## src/rtl/sync_fifo_pkg.sv

```systemverilog
// Shared constants for the synchronous FIFO.
// Default geometry plus the pointer-width helper.
package sync_fifo_pkg;
    localparam int FIFO_DEPTH_DEF = 8;
    localparam int FIFO_WIDTH_DEF = 3;
    localparam int PTR_W_DEF      = $clog2(FIFO_DEPTH_DEF);
endpackage

```

## src/rtl/sync_fifo_mem.sv

```systemverilog
// Simple dual-port register array with a registered read port.
// The array itself is never reset; only the read register is.
module sync_fifo_mem #(
    parameter int DEPTH = 8,
    parameter int WIDTH = 3,
    parameter int AW    = $clog2(DEPTH)
) (
    input  logic             clk,
    input  logic             rst,
    input  logic             we,
    input  logic [AW-1:0]    waddr,
    input  logic [WIDTH-1:0] wdata,
    input  logic             re,
    input  logic [AW-1:0]    raddr,
    output logic [WIDTH-1:0] rdata
);

    logic [WIDTH-1:0] mem_q [DEPTH];
    logic [WIDTH-1:0] rdata_d;
    logic [WIDTH-1:0] rdata_q;

    always_ff @(posedge clk) begin
        if (we) begin
            mem_q[waddr] <= wdata;
        end
    end

    // Read register holds its last value when no read is accepted.
    always_comb begin
        rdata_d = rdata_q;
        if (re) begin
            rdata_d = mem_q[raddr];
        end
    end

    always_ff @(posedge clk or negedge rst) begin
        if (!rst) begin
            rdata_q <= '0;
        end else begin
            rdata_q <= rdata_d;
        end
    end

    assign rdata = rdata_q;

endmodule

```

## src/rtl/sync_fifo.sv

```systemverilog
// Single-clock FIFO: pointers, occupancy count, flags and rd_vld.
// Optional sticky error flags under SYNC_FIFO_ERR_FLAGS_EN.
module sync_fifo
    import sync_fifo_pkg::*;
#(
    parameter int FIFO_DEPTH = FIFO_DEPTH_DEF,
    parameter int FIFO_WIDTH = FIFO_WIDTH_DEF
) (
    input  logic                  clk,
    input  logic                  rst,
    input  logic                  wr_en,
    input  logic [FIFO_WIDTH-1:0] wr_data,
    input  logic                  rd_en,
    output logic                  rd_vld,
    output logic [FIFO_WIDTH-1:0] rd_data,
    output logic                  fifo_empty,
    output logic                  fifo_full
`ifdef SYNC_FIFO_ERR_FLAGS_EN
    ,
    output logic                  wr_overflow,
    output logic                  rd_underflow
`endif
);

    localparam int PTR_W = $clog2(FIFO_DEPTH);
    localparam int CNT_W = PTR_W + 1;
    localparam logic [CNT_W-1:0] CNT_FULL = CNT_W'(FIFO_DEPTH);

    logic [PTR_W-1:0] wr_ptr_d, wr_ptr_q;
    logic [PTR_W-1:0] rd_ptr_d, rd_ptr_q;
    logic [CNT_W-1:0] count_d, count_q;
    logic             rd_vld_d, rd_vld_q;
    logic             wr_acc;
    logic             rd_acc;

    assign fifo_empty = (count_q == '0);
    assign fifo_full  = (count_q == CNT_FULL);

    // Flags come from the registered count, so full+both favours the
    // read and empty+both favours the write.
    always_comb begin
        wr_acc   = wr_en & ~fifo_full;
        rd_acc   = rd_en & ~fifo_empty;
        wr_ptr_d = wr_ptr_q;
        rd_ptr_d = rd_ptr_q;
        count_d  = count_q;
        rd_vld_d = rd_acc;
        if (wr_acc) begin
            wr_ptr_d = wr_ptr_q + PTR_W'(1);
        end
        if (rd_acc) begin
            rd_ptr_d = rd_ptr_q + PTR_W'(1);
        end
        unique case ({wr_acc, rd_acc})
            2'b10:   count_d = count_q + CNT_W'(1);
            2'b01:   count_d = count_q - CNT_W'(1);
            default: count_d = count_q;
        endcase
    end

    always_ff @(posedge clk or negedge rst) begin
        if (!rst) begin
            wr_ptr_q <= '0;
            rd_ptr_q <= '0;
            count_q  <= '0;
            rd_vld_q <= 1'b0;
        end else begin
            wr_ptr_q <= wr_ptr_d;
            rd_ptr_q <= rd_ptr_d;
            count_q  <= count_d;
            rd_vld_q <= rd_vld_d;
        end
    end

    assign rd_vld = rd_vld_q;

    sync_fifo_mem #(
        .DEPTH (FIFO_DEPTH),
        .WIDTH (FIFO_WIDTH),
        .AW    (PTR_W)
    ) u_mem (
        .clk   (clk),
        .rst   (rst),
        .we    (wr_acc),
        .waddr (wr_ptr_q),
        .wdata (wr_data),
        .re    (rd_acc),
        .raddr (rd_ptr_q),
        .rdata (rd_data)
    );

`ifdef SYNC_FIFO_ERR_FLAGS_EN
    logic ovf_d, ovf_q;
    logic udf_d, udf_q;

    always_comb begin
        ovf_d = ovf_q | (wr_en & fifo_full);
        udf_d = udf_q | (rd_en & fifo_empty);
    end

    always_ff @(posedge clk or negedge rst) begin
        if (!rst) begin
            ovf_q <= 1'b0;
            udf_q <= 1'b0;
        end else begin
            ovf_q <= ovf_d;
            udf_q <= udf_d;
        end
    end

    assign wr_overflow  = ovf_q;
    assign rd_underflow = udf_q;
`endif

endmodule

```

## config.mk

```make
export PLATFORM = sky130hd
export DESIGN_NAME = sync_fifo
export DESIGN_NICKNAME = d
export VERILOG_FILES = /design/src/rtl/sync_fifo_pkg.sv /design/src/rtl/sync_fifo_mem.sv /design/src/rtl/sync_fifo.sv
export SDC_FILE = /design/constraint.sdc
export NUM_CORES = 1
export LEC_CHECK = 0
export ABC_AREA = 1
export ABC_CLOCK_PERIOD_IN_PS = 2300
export CORE_AREA = 3 3 74 76
export CTS_CLUSTER_SIZE = 24
export DETAILED_ROUTE_END_ITERATION = 10
export DIE_AREA = 0 0 77 79
export PLACE_DENSITY = 0.56
export SLEW_MARGIN = 20
export SYNTH_ARGS = -nofsm -noshare
export SYNTH_HDL_FRONTEND = slang
export SYNTH_SLANG_ARGS = --single-unit
export TNS_END_PERCENT = 10
```

## constraint.sdc

```tcl
create_clock -name clk -period 2.3 [get_ports clk]
set_clock_uncertainty 0.2 [all_clocks]
set_input_delay 0.46 -clock clk [delete_from_list [all_inputs] [get_ports clk]]
set_output_delay 0.46 -clock clk [all_outputs]
set_load 0.03 [all_outputs]
```

==> metrics <==
final core utilization=approximately 45%; worst vdd ir=0.609 mV; vias=approximately 1,200; die area=about 6100 um2; crit-path max FO=4; CTS tree=yes; post-route cell area=2140 um2; fin crit share=between 90% and 100%; Final min period=approximately 2100 ps; Placed Area=just over 2000 um2; drt via density=approximately 4.2; TritonCTS Sinks=38; yosys synthesis warning count=0; Final Max Tran Viols=0; Clock transition at path regs=70 ps; # rows=25; commonest non-fill, non-tap cell in the layout=nand2_1; PwrDens=between 1000 and 1500 nW/um2; largest net degree at the start of global routing=15; CTS Buffer Depth=2; commonest cells after routing, fill and taps aside=nand2_1 (63), inv_1 (31), edfxtp_1 (24); setup violators final=0; Max-Slew Margin vs Limit=roughly four fifths; first drt pass iteration count=4; Die Y=between 70 and 80 um; status=completed; cell mode on critical path=nand2_1; detailed router's first-iteration violation count=28; Die X=roughly 77 um; Data required, critical path=2320 ps; gr ovfl total=0; CTS Buf Count=5; crit-path cells=nor2_2 -> nand3_2 -> nand2_2 -> inv_4 -> ha_1 -> ha_1 -> or2_2 -> nand2_1 -> nand3_1 -> nand2_1 -> nand2_1 -> nand2_1; Hold Fails Final Rpt=0; Lkg Pwr=slightly above 1 nW; hpwl dp=2330 um; wire length of the first global-routing pass=~5500 um; Worst setup EP type=flip-flop; final wirelength=roughly 3000 um; number of synthesized register bits=38; Max Fclk=~470 MHz; synthesized area=between 1500 and 2000 um2; Max-Cap Viols=0; register area share after synthesis=between 60% and 70%; worst-margin pin slew=roughly 300 ps; all-layer global routing usage=between 10% and 20%; Initial Util=between 30% and 40%; startpoint class of the critical path=flip-flop; root buffer cell=clkbuf_8; Avg Synthesized Cell Area=approximately 9.5 um2; share of layout cells above drive strength 1=12.4%; synth-to-layout area growth=20.2%; initial antenna violation count=0; PortBufs=12; Ports=13; max incr delay on CP=roughly 420 ps; Mapped Nets=200; vias in the first global route=1,233; antenna-violating nets left=0; Hold Slack=around 280 ps; Max stage delay cell, worst path=dfrtp_1; post-cts hold buffer count=0; CP arrival=approximately 2200 ps; Final nets=between 200 and 250; RSZ-0062 raised after global routing=false; CP top delay family=simple AND/OR/NAND/NOR gates; Netlist cell types=22; Mapped Cells=roughly 190; GP Congestion=about 0.83; Hold Path Class=input pin to async pin; H-Tree Depth=2; Antenna Cells=0; clk_lat worst skew=between 200 and 300 ps; core area=around 4800 um2; Buf/Inv on CP=1; DR DRC count=0; routed len/inst=10.9 um; worst setup path class=flip-flop to flip-flop
power by group:
part           switching [mW]  total, mW  internal, mW  leakage, nW
clock                   0.215      0.423         0.208       0.0426
combinational           0.634       1.08         0.444        0.588
sequential              0.134       1.05         0.914        0.388
total                   0.983       2.55          1.57         1.02
repair_timing:
| item | 4_1_cts | 5_1_grt |
|---|---|---|
| endpoints found under the setup margin | 2 | 1 |
| pin swaps | 0 | 1 |
| buffers inserted | 0 | 1 |
| gates resized for setup | 2 | 1 |
synth_stat cells:
master | count | area, um2
buf_4 | 1 | 7.51
buf_6 | 1 | 11.3
dfrtp_1 | 14 | 350
edfxtp_1 | 24 | 721
fa_1 | 1 | 20.0
ha_1 | 5 | 62.6
inv_1 | 31 | 116
inv_2 | 1 | 3.75
inv_4 | 1 | 6.26
nand2_1 | 63 | 236
nand2_2 | 1 | 6.26
nand2_4 | 1 | 11.3
nand3_1 | 23 | 115
nand3_2 | 1 | 10.0
nor2_1 | 9 | 33.8
nor2_2 | 1 | 6.26
o21ai_0 | 3 | 15.0
o21ai_1 | 1 | 5.00
or2_2 | 1 | 6.26
or2_4 | 1 | 8.76
xnor2_1 | 1 | 8.76
xor2_1 | 2 | 17.5
logic make-up (layout without fill, tap and decap cells):
logic type,Yosys count,after routing,share of synthesized area (%)
AND/OR/NAND/NOR,101,101,24.4
XOR/XNOR,3,3,1.48
AO/OA/AOI/OAI,4,4,1.12
flip-flops,38,38,60.2
adder cells (fa/ha/maj),6,6,4.64
buffers and inverters,35,65,8.16
routing by layer:
metal / GRT usage [%] / vias up / part of all wire, %
met4: 5.34 / 0 / 1.8
met1: 15.6 / 544 / 52
met5: 0 / - / 0
li1: - / 643 / -
met3: 3.06 / 6 / 2.8
met2: 17.7 / 13 / 44
flip-flops by register name, indices dropped and copies added (netlist names):
name	flops
u_mem.mem_q	24
rd_ptr_q	3
u_mem.rdata	3
wr_ptr_q	3
rd_vld	1
count_q	4
per-stage QoR:
stage                     worst slack [ps]  power (mW)  TNS [ps]  instances
after global routing                  18.2        2.79         0        284
after CTS                             91.0        2.56         0        283
after detailed placement             -52.4        2.14     -52.4        275
after floorplan                        148        1.80         0        187
final                                  161        2.55         0        284
after global placement               -26.8        2.13     -26.8        275
worst reg2reg max path, stage by stage (launching register included):
cell	delay (ps)
dfrtp_1	420
nor2_2	160
nand3_2	100
nand2_2	100
inv_4	40
ha_1	220
ha_1	290
or2_2	290
nand2_1	70
nand3_1	60
nand2_1	60
nand2_1	40
nand2_1	40
cell type report:
type	count	area, um2
Clock inverter	2	8.76
Sequential cell	38	1070
Tap cell	67	83.8
Multi-Input combinational cell	114	568
Inverter	33	126
Fill cell	459	2650
Clock buffer	6	72.6
Timing Repair Buffer	24	208
worst paths after layout:
check	from	endpoint	slack, ps	depth (start not counted)
worst max-delay path	count_q[1]	count_q[3]	160	12
worst min-delay path	rst	wr_ptr_q[1]	280	2
worst max register to register	count_q[1]	count_q[3]	160	12
worst min register to register	u_mem.rdata[1]	u_mem.rdata[1]	280	2
max in group asynchronous	rst	u_mem.rdata[2]	1440	2
min in group clk	u_mem.rdata[1]	u_mem.rdata[1]	280	2
(Power assumes the default switching activity.)
